## src/rtl/regbank_ctrl_if.sv

```systemverilog
// Bus between the command sequencer, its command source and the register bank.
// The master side is the sequencer: it consumes commands and drives the bank ports.
interface regbank_ctrl_if #(
  parameter int WIDTH = 4,
  parameter int SIZE  = 2
);
  logic             cmd_valid;
  logic             cmd_ready;
  logic [1:0]       cmd_op;
  logic [SIZE-1:0]  cmd_dst;
  logic [SIZE-1:0]  cmd_src1;
  logic [SIZE-1:0]  cmd_src2;
  logic [WIDTH-1:0] cmd_imm;
  logic [SIZE-1:0]  a1;
  logic [SIZE-1:0]  a2;
  logic [WIDTH-1:0] rd1;
  logic [WIDTH-1:0] rd2;
  logic             we3;
  logic [SIZE-1:0]  a3;
  logic [WIDTH-1:0] wd3;
  logic             done;
  logic [WIDTH-1:0] result;

  modport master (
    input  cmd_valid, cmd_op, cmd_dst, cmd_src1, cmd_src2, cmd_imm, rd1, rd2,
    output cmd_ready, a1, a2, we3, a3, wd3, done, result
  );

  modport slave (
    output cmd_valid, cmd_op, cmd_dst, cmd_src1, cmd_src2, cmd_imm, rd1, rd2,
    input  cmd_ready, a1, a2, we3, a3, wd3, done, result
  );
endinterface

```

## src/rtl/regbank_ctrl.sv

```systemverilog
// Register-transfer sequencer: IDLE -> READ -> EXEC -> WRITE, one command per 4 cycles.
// Define REGBANK_CTRL_FLAGS_EN to add the registered zero/carry flag outputs zf and cf.
module regbank_ctrl #(
  parameter int WIDTH = 4,
  parameter int SIZE  = 2
) (
  input  logic clk,
  input  logic rst_n,
`ifdef REGBANK_CTRL_FLAGS_EN
  output logic zf,
  output logic cf,
`endif
  regbank_ctrl_if.master bus
);

  typedef enum logic [1:0] {IDLE, READ, EXEC, WRITE} state_t;
  typedef enum logic [1:0] {OP_LOADI = 2'b00, OP_MOVE = 2'b01, OP_ADD = 2'b10, OP_SUB = 2'b11} op_t;

  state_t           state;
  state_t           next_state;
  op_t              op;
  logic [SIZE-1:0]  dst;
  logic [WIDTH-1:0] imm;
  logic [WIDTH-1:0] op_a;
  logic [WIDTH-1:0] op_b;
  logic [WIDTH-1:0] alu_res;

  always_ff @(posedge clk or negedge rst_n) begin
    if (!rst_n) state <= IDLE;
    else        state <= next_state;
  end

  // we3/done decode straight from state so reset removes them without waiting for a clock
  always_comb begin
    next_state    = state;
    bus.cmd_ready = 1'b0;
    bus.we3       = 1'b0;
    bus.done      = 1'b0;
    case (state)
      IDLE: begin
        bus.cmd_ready = 1'b1;
        if (bus.cmd_valid) next_state = READ;
      end
      READ:  next_state = EXEC;
      EXEC:  next_state = WRITE;
      WRITE: begin
        bus.we3    = 1'b1;
        bus.done   = 1'b1;
        next_state = IDLE;
      end
      default: next_state = IDLE;
    endcase
  end

  always_comb begin
    alu_res = '0;
    case (op)
      OP_LOADI: alu_res = imm;
      OP_MOVE:  alu_res = op_a;
      OP_ADD:   alu_res = op_a + op_b;
      OP_SUB:   alu_res = op_a - op_b;
      default:  alu_res = '0;
    endcase
  end

  always_ff @(posedge clk or negedge rst_n) begin
    if (!rst_n) begin
      op         <= OP_LOADI;
      dst        <= '0;
      imm        <= '0;
      op_a       <= '0;
      op_b       <= '0;
      bus.a1     <= '0;
      bus.a2     <= '0;
      bus.a3     <= '0;
      bus.wd3    <= '0;
      bus.result <= '0;
    end else begin
      case (state)
        IDLE: begin
          if (bus.cmd_valid) begin
            op     <= op_t'(bus.cmd_op);
            dst    <= bus.cmd_dst;
            imm    <= bus.cmd_imm;
            bus.a1 <= bus.cmd_src1;
            bus.a2 <= bus.cmd_src2;
          end
        end
        READ: begin
          op_a <= bus.rd1;
          op_b <= bus.rd2;
        end
        EXEC: begin
          bus.a3  <= dst;
          bus.wd3 <= alu_res;
        end
        WRITE: bus.result <= bus.wd3;
        default: ;
      endcase
    end
  end

`ifdef REGBANK_CTRL_FLAGS_EN
  logic alu_carry;
  logic carry_q;

  // an ADD wrapped exactly when the truncated sum is smaller than an addend
  always_comb begin
    alu_carry = 1'b0;
    case (op)
      OP_ADD:  alu_carry = (alu_res < op_a);
      OP_SUB:  alu_carry = (op_a < op_b);
      default: alu_carry = 1'b0;
    endcase
  end

  always_ff @(posedge clk or negedge rst_n) begin
    if (!rst_n) begin
      carry_q <= 1'b0;
      zf      <= 1'b0;
      cf      <= 1'b0;
    end else begin
      if (state == EXEC) carry_q <= alu_carry;
      if (state == WRITE) begin
        zf <= (bus.wd3 == '0);
        cf <= carry_q;
      end
    end
  end
`endif

endmodule

```

## src/flat_wrapper.sv

```systemverilog
// flat-port wrapper written by rule: the top's interface ports become plain ports
module regbank_ctrl_flat 
#(
  parameter int WIDTH = 4,
  parameter int SIZE  = 2
)
  (clk, rst_n, bus_cmd_valid, bus_cmd_op, bus_cmd_dst, bus_cmd_src1, bus_cmd_src2, bus_cmd_imm, bus_rd1, bus_rd2, bus_cmd_ready, bus_a1, bus_a2, bus_we3, bus_a3, bus_wd3, bus_done, bus_result);
  regbank_ctrl_if #(.WIDTH(WIDTH), .SIZE(SIZE)) bus_i ();
  input  logic clk;
  input  logic rst_n;
  input wire logic [$bits(bus_i.cmd_valid)-1:0] bus_cmd_valid;
  input wire logic [$bits(bus_i.cmd_op)-1:0] bus_cmd_op;
  input wire logic [$bits(bus_i.cmd_dst)-1:0] bus_cmd_dst;
  input wire logic [$bits(bus_i.cmd_src1)-1:0] bus_cmd_src1;
  input wire logic [$bits(bus_i.cmd_src2)-1:0] bus_cmd_src2;
  input wire logic [$bits(bus_i.cmd_imm)-1:0] bus_cmd_imm;
  input wire logic [$bits(bus_i.rd1)-1:0] bus_rd1;
  input wire logic [$bits(bus_i.rd2)-1:0] bus_rd2;
  output wire logic [$bits(bus_i.cmd_ready)-1:0] bus_cmd_ready;
  output wire logic [$bits(bus_i.a1)-1:0] bus_a1;
  output wire logic [$bits(bus_i.a2)-1:0] bus_a2;
  output wire logic [$bits(bus_i.we3)-1:0] bus_we3;
  output wire logic [$bits(bus_i.a3)-1:0] bus_a3;
  output wire logic [$bits(bus_i.wd3)-1:0] bus_wd3;
  output wire logic [$bits(bus_i.done)-1:0] bus_done;
  output wire logic [$bits(bus_i.result)-1:0] bus_result;
  assign bus_i.cmd_valid = bus_cmd_valid;
  assign bus_i.cmd_op = bus_cmd_op;
  assign bus_i.cmd_dst = bus_cmd_dst;
  assign bus_i.cmd_src1 = bus_cmd_src1;
  assign bus_i.cmd_src2 = bus_cmd_src2;
  assign bus_i.cmd_imm = bus_cmd_imm;
  assign bus_i.rd1 = bus_rd1;
  assign bus_i.rd2 = bus_rd2;
  assign bus_cmd_ready = bus_i.cmd_ready;
  assign bus_a1 = bus_i.a1;
  assign bus_a2 = bus_i.a2;
  assign bus_we3 = bus_i.we3;
  assign bus_a3 = bus_i.a3;
  assign bus_wd3 = bus_i.wd3;
  assign bus_done = bus_i.done;
  assign bus_result = bus_i.result;
  regbank_ctrl #(.WIDTH(WIDTH), .SIZE(SIZE)) u_core (.clk(clk), .rst_n(rst_n), .bus(bus_i));
endmodule
```

## config.mk

```make
export PLATFORM = sky130hd
export DESIGN_NAME = regbank_ctrl_flat
export DESIGN_NICKNAME = d
export VERILOG_FILES = /design/src/rtl/regbank_ctrl_if.sv /design/src/rtl/regbank_ctrl.sv /design/src/flat_wrapper.sv
export SDC_FILE = /design/constraint.sdc
export NUM_CORES = 1
export LEC_CHECK = 0
export BUFFER_PORTS_ARGS = -buffer_cell sky130_fd_sc_hd__clkbuf_2
export CAP_MARGIN = 20
export CORE_ASPECT_RATIO = 1.5
export CORE_MARGIN = 3
export CORE_UTILIZATION = 51
export CTS_CLUSTER_SIZE = 8
export DETAILED_ROUTE_END_ITERATION = 7
export GPL_TIMING_DRIVEN = 0
export PLACE_DENSITY = 0.77
export SLEW_MARGIN = 15
export SYNTH_ARGS = -nofsm -noshare
export SYNTH_HDL_FRONTEND = slang
export SYNTH_SLANG_ARGS = --single-unit
```

## constraint.sdc

```tcl
create_clock -name clk -period 3 [get_ports clk]
set_input_delay 0 -clock clk [delete_from_list [all_inputs] [get_ports clk]]
set_output_delay 0 -clock clk [all_outputs]
set_load 0.02 [all_outputs]
```

==> reports/metrics.cfg <==
[run_status]
status = finished clean

[timing]
relSlewSlack = 0.480
rsz0062_at_grt = false
worst_pin_slew_ps = 780
final-max-slew-violation-count = 0
whs_ps = 329
setup_violations = 0
fin_worst_skew_ps = 1.83
tns_ps = 0
post-route-period-util = 0.780
layout_min_cycle_time_ps = 2340
timing.fmax_mhz = 428
report.final.hold_viol_count = 0

[worst_setup_path]
start_kind = register
path_max_fanout = 10
cp.required_ps = 3210
worstPathArrival_ps = 2550
end_kind = register
crit_type = register to register

[route]
wl_per_cell_um = 13.6
drc = 0
routed_wl_um = 3130
vias = 1152
drtIter0Drc = 9
via_per_inst = 5.01
ant_nets = 0
first_pass_iters = 4

[synth]
synth_flop_cell = dfrtp_1
syn_nets = 156
synth_area_leaders = dfrtp_1 (52%), mux2_2 (18%), ha_1 (6.5%), o21ai_0 (2.6%), nand2_1 (2.2%)
synth.distinct_cells = 26
syn_inst = 124
synth_top_area_share = 0.522
ys_seq_area_frac = 0.522
syn_area_per_cell_um2 = 12.4
synth_compound_area_frac = 0.0685
synth_area_um2 = 1530
synth_top_area_cell = dfrtp_1
synth.area.mux_share = 0.203
synth-xor-area-share = 0.0171
synth_top_family_by_area = multiplexers
synth-seq-cells = 32
synthAdderAreaFrac = 0.0783
synth-simple-area-share = 0.0693
synth_edf_count = 0
yosysWarnings = 0
async_reset_ff_frac = 1.00

[die]
ios = 40
die_h_um = 73.2
die_w_um = 50.8
initial_utilization = 0.555
core_um2 = 2760
die-area_um2 = 3720
rows = 23

[hold_path]
hp-class = input pin to asynchronous set/reset pin

[global_route]
grt_usage = 0.201
grt_pass1_wl_um = 5490
grt_start_max_net_pins = 33
grt-busiest-layer = met2
grt_pass1_vias = 1305
met3_usage = 0.0491
use_met1 = 0.208
overflow = 0
antenna_found_initial = 0
use_met2 = 0.369

[placement]
gp_congestion = 0.846
hpwl_um = 2230
port_buffers = 39

[final_layout]
nets = 224
drive_above_1_share = 0.383
diodes = 0
layout_common_cells = clkbuf_2 (39), dfrtp_1 (32), mux2_2 (25), dlygate4sd3_1 (22), nand2_1 (9)
syn_to_final_growth_pct = 36.0
final_common_cell = clkbuf_2

[clock_network]
cts_tree = built
cts-htree-levels = 2
cts_resized = 0
postCtsSetupRepairBufs = 0
path_clk_slew_ps = 60
root_buffer = clkbuf_8
cts_sinks = 32
clockBufferDepth = 2
cts_made_buffers = 5
clkLatencyLatePin_ps = 280

[power_and_ir_drop]
power_density_nw_per_um2 = 1150
ir_worst_vdd_mv = 0.790
power.leakage_nw = 0.999

[run]
max_cap_violations = 0

## synth_stat cells (all sizes together) (2+ instances only)
master,count
nand2,9
buf,2
o21ai,8
mux2i,3
ha,8
a21oi,3
and2,2
clkbuf,4
dfrtp,32
nor2,4
and2b,2
inv,8
mux2,25
xnor2,3
a211oi,2
## registers in the layout, indices dropped and copies added, names as in the netlist
signal             flops
u_core.bus.a3          2
u_core.bus.a1          2
u_core.imm             4
u_core.bus.result      4
u_core.bus.wd3         4
u_core.bus.a2          2
u_core.op_a            4
u_core.op              2
u_core.dst             2
u_core.op_b            4
u_core.state           2
## power breakdown
part	switching, mW	total, mW	internal (mW)
Sequential	0.137	0.797	0.659
Combinational	0.655	1.26	0.610
Clock	0.144	0.330	0.187
## per-layer routing
metal  wire [um]  vias up
met3         121       10
li1            -      559
met2        1730       30
met5           0        -
met1        1170      553
met4         101        0
## metrics by stage
step	power (mW)	setup WS, ps	instance area (um^2)	util	std cells
3_5_place_dp	2.05	677	1780	0.643	200
5_1_grt	2.58	390	2090	0.755	230
2_1_floorplan	1.72	892	1530	-	124
4_1_cts	2.41	662	2090	0.755	230
3_3_place_gp	1.99	689	1780	0.643	200
6_report	2.39	661	2090	0.755	230
## timing repair
action | in CTS | in global routing
setup endpoints to repair | 0 | 0
endpoints found under the hold margin | 53 | 0
hold buffers | 22 | 0
## worst paths after layout
path / start / end / slack (ps) / depth (start not counted)
max: u_core.op[1] / u_core.bus.wd3[3] / 660 / 9
min: rst_n / u_core.op_b[2] / 330 / 2
max reg2reg: u_core.op[1] / u_core.bus.wd3[3] / 660 / 9
min reg2reg: u_core.imm[0] / u_core.imm[0] / 510 / 1
max in group asynchronous: rst_n / u_core.imm[0] / 2180 / 2
min in group clk: bus_rd1[1] / u_core.op_a[1] / 470 / 4
## cells by family after synthesis
kind of cell / Yosys count
flip-flops: 32
multiplexers: 28
AND/OR/NAND/NOR: 21
AO/OA/AOI/OAI: 17
buffers and inverters: 14
adder cells (fa/ha/maj): 9
XOR/XNOR: 3
## worst max-delay path, stage by stage (launching register included)
cell and delay (ps):
dfrtp_1 360, clkbuf_1 310, nand2_1 110, o21ai_0 340, inv_1 90, ha_1 290, nor2b_1 130, o21a_1 170
a2111o_1 380, nand3_1 90
## layout make-up
type / count / area (um^2)
buffer: 6 / 33.8
fill: 184 / 677
clock buffer: 8 / 90.1
multi-input combinational: 78 / 669
timing repair buffer: 61 / 415
sequential: 32 / 801
inverter: 8 / 30.0
tap: 37 / 46.3
(Power assumes the default switching activity.)
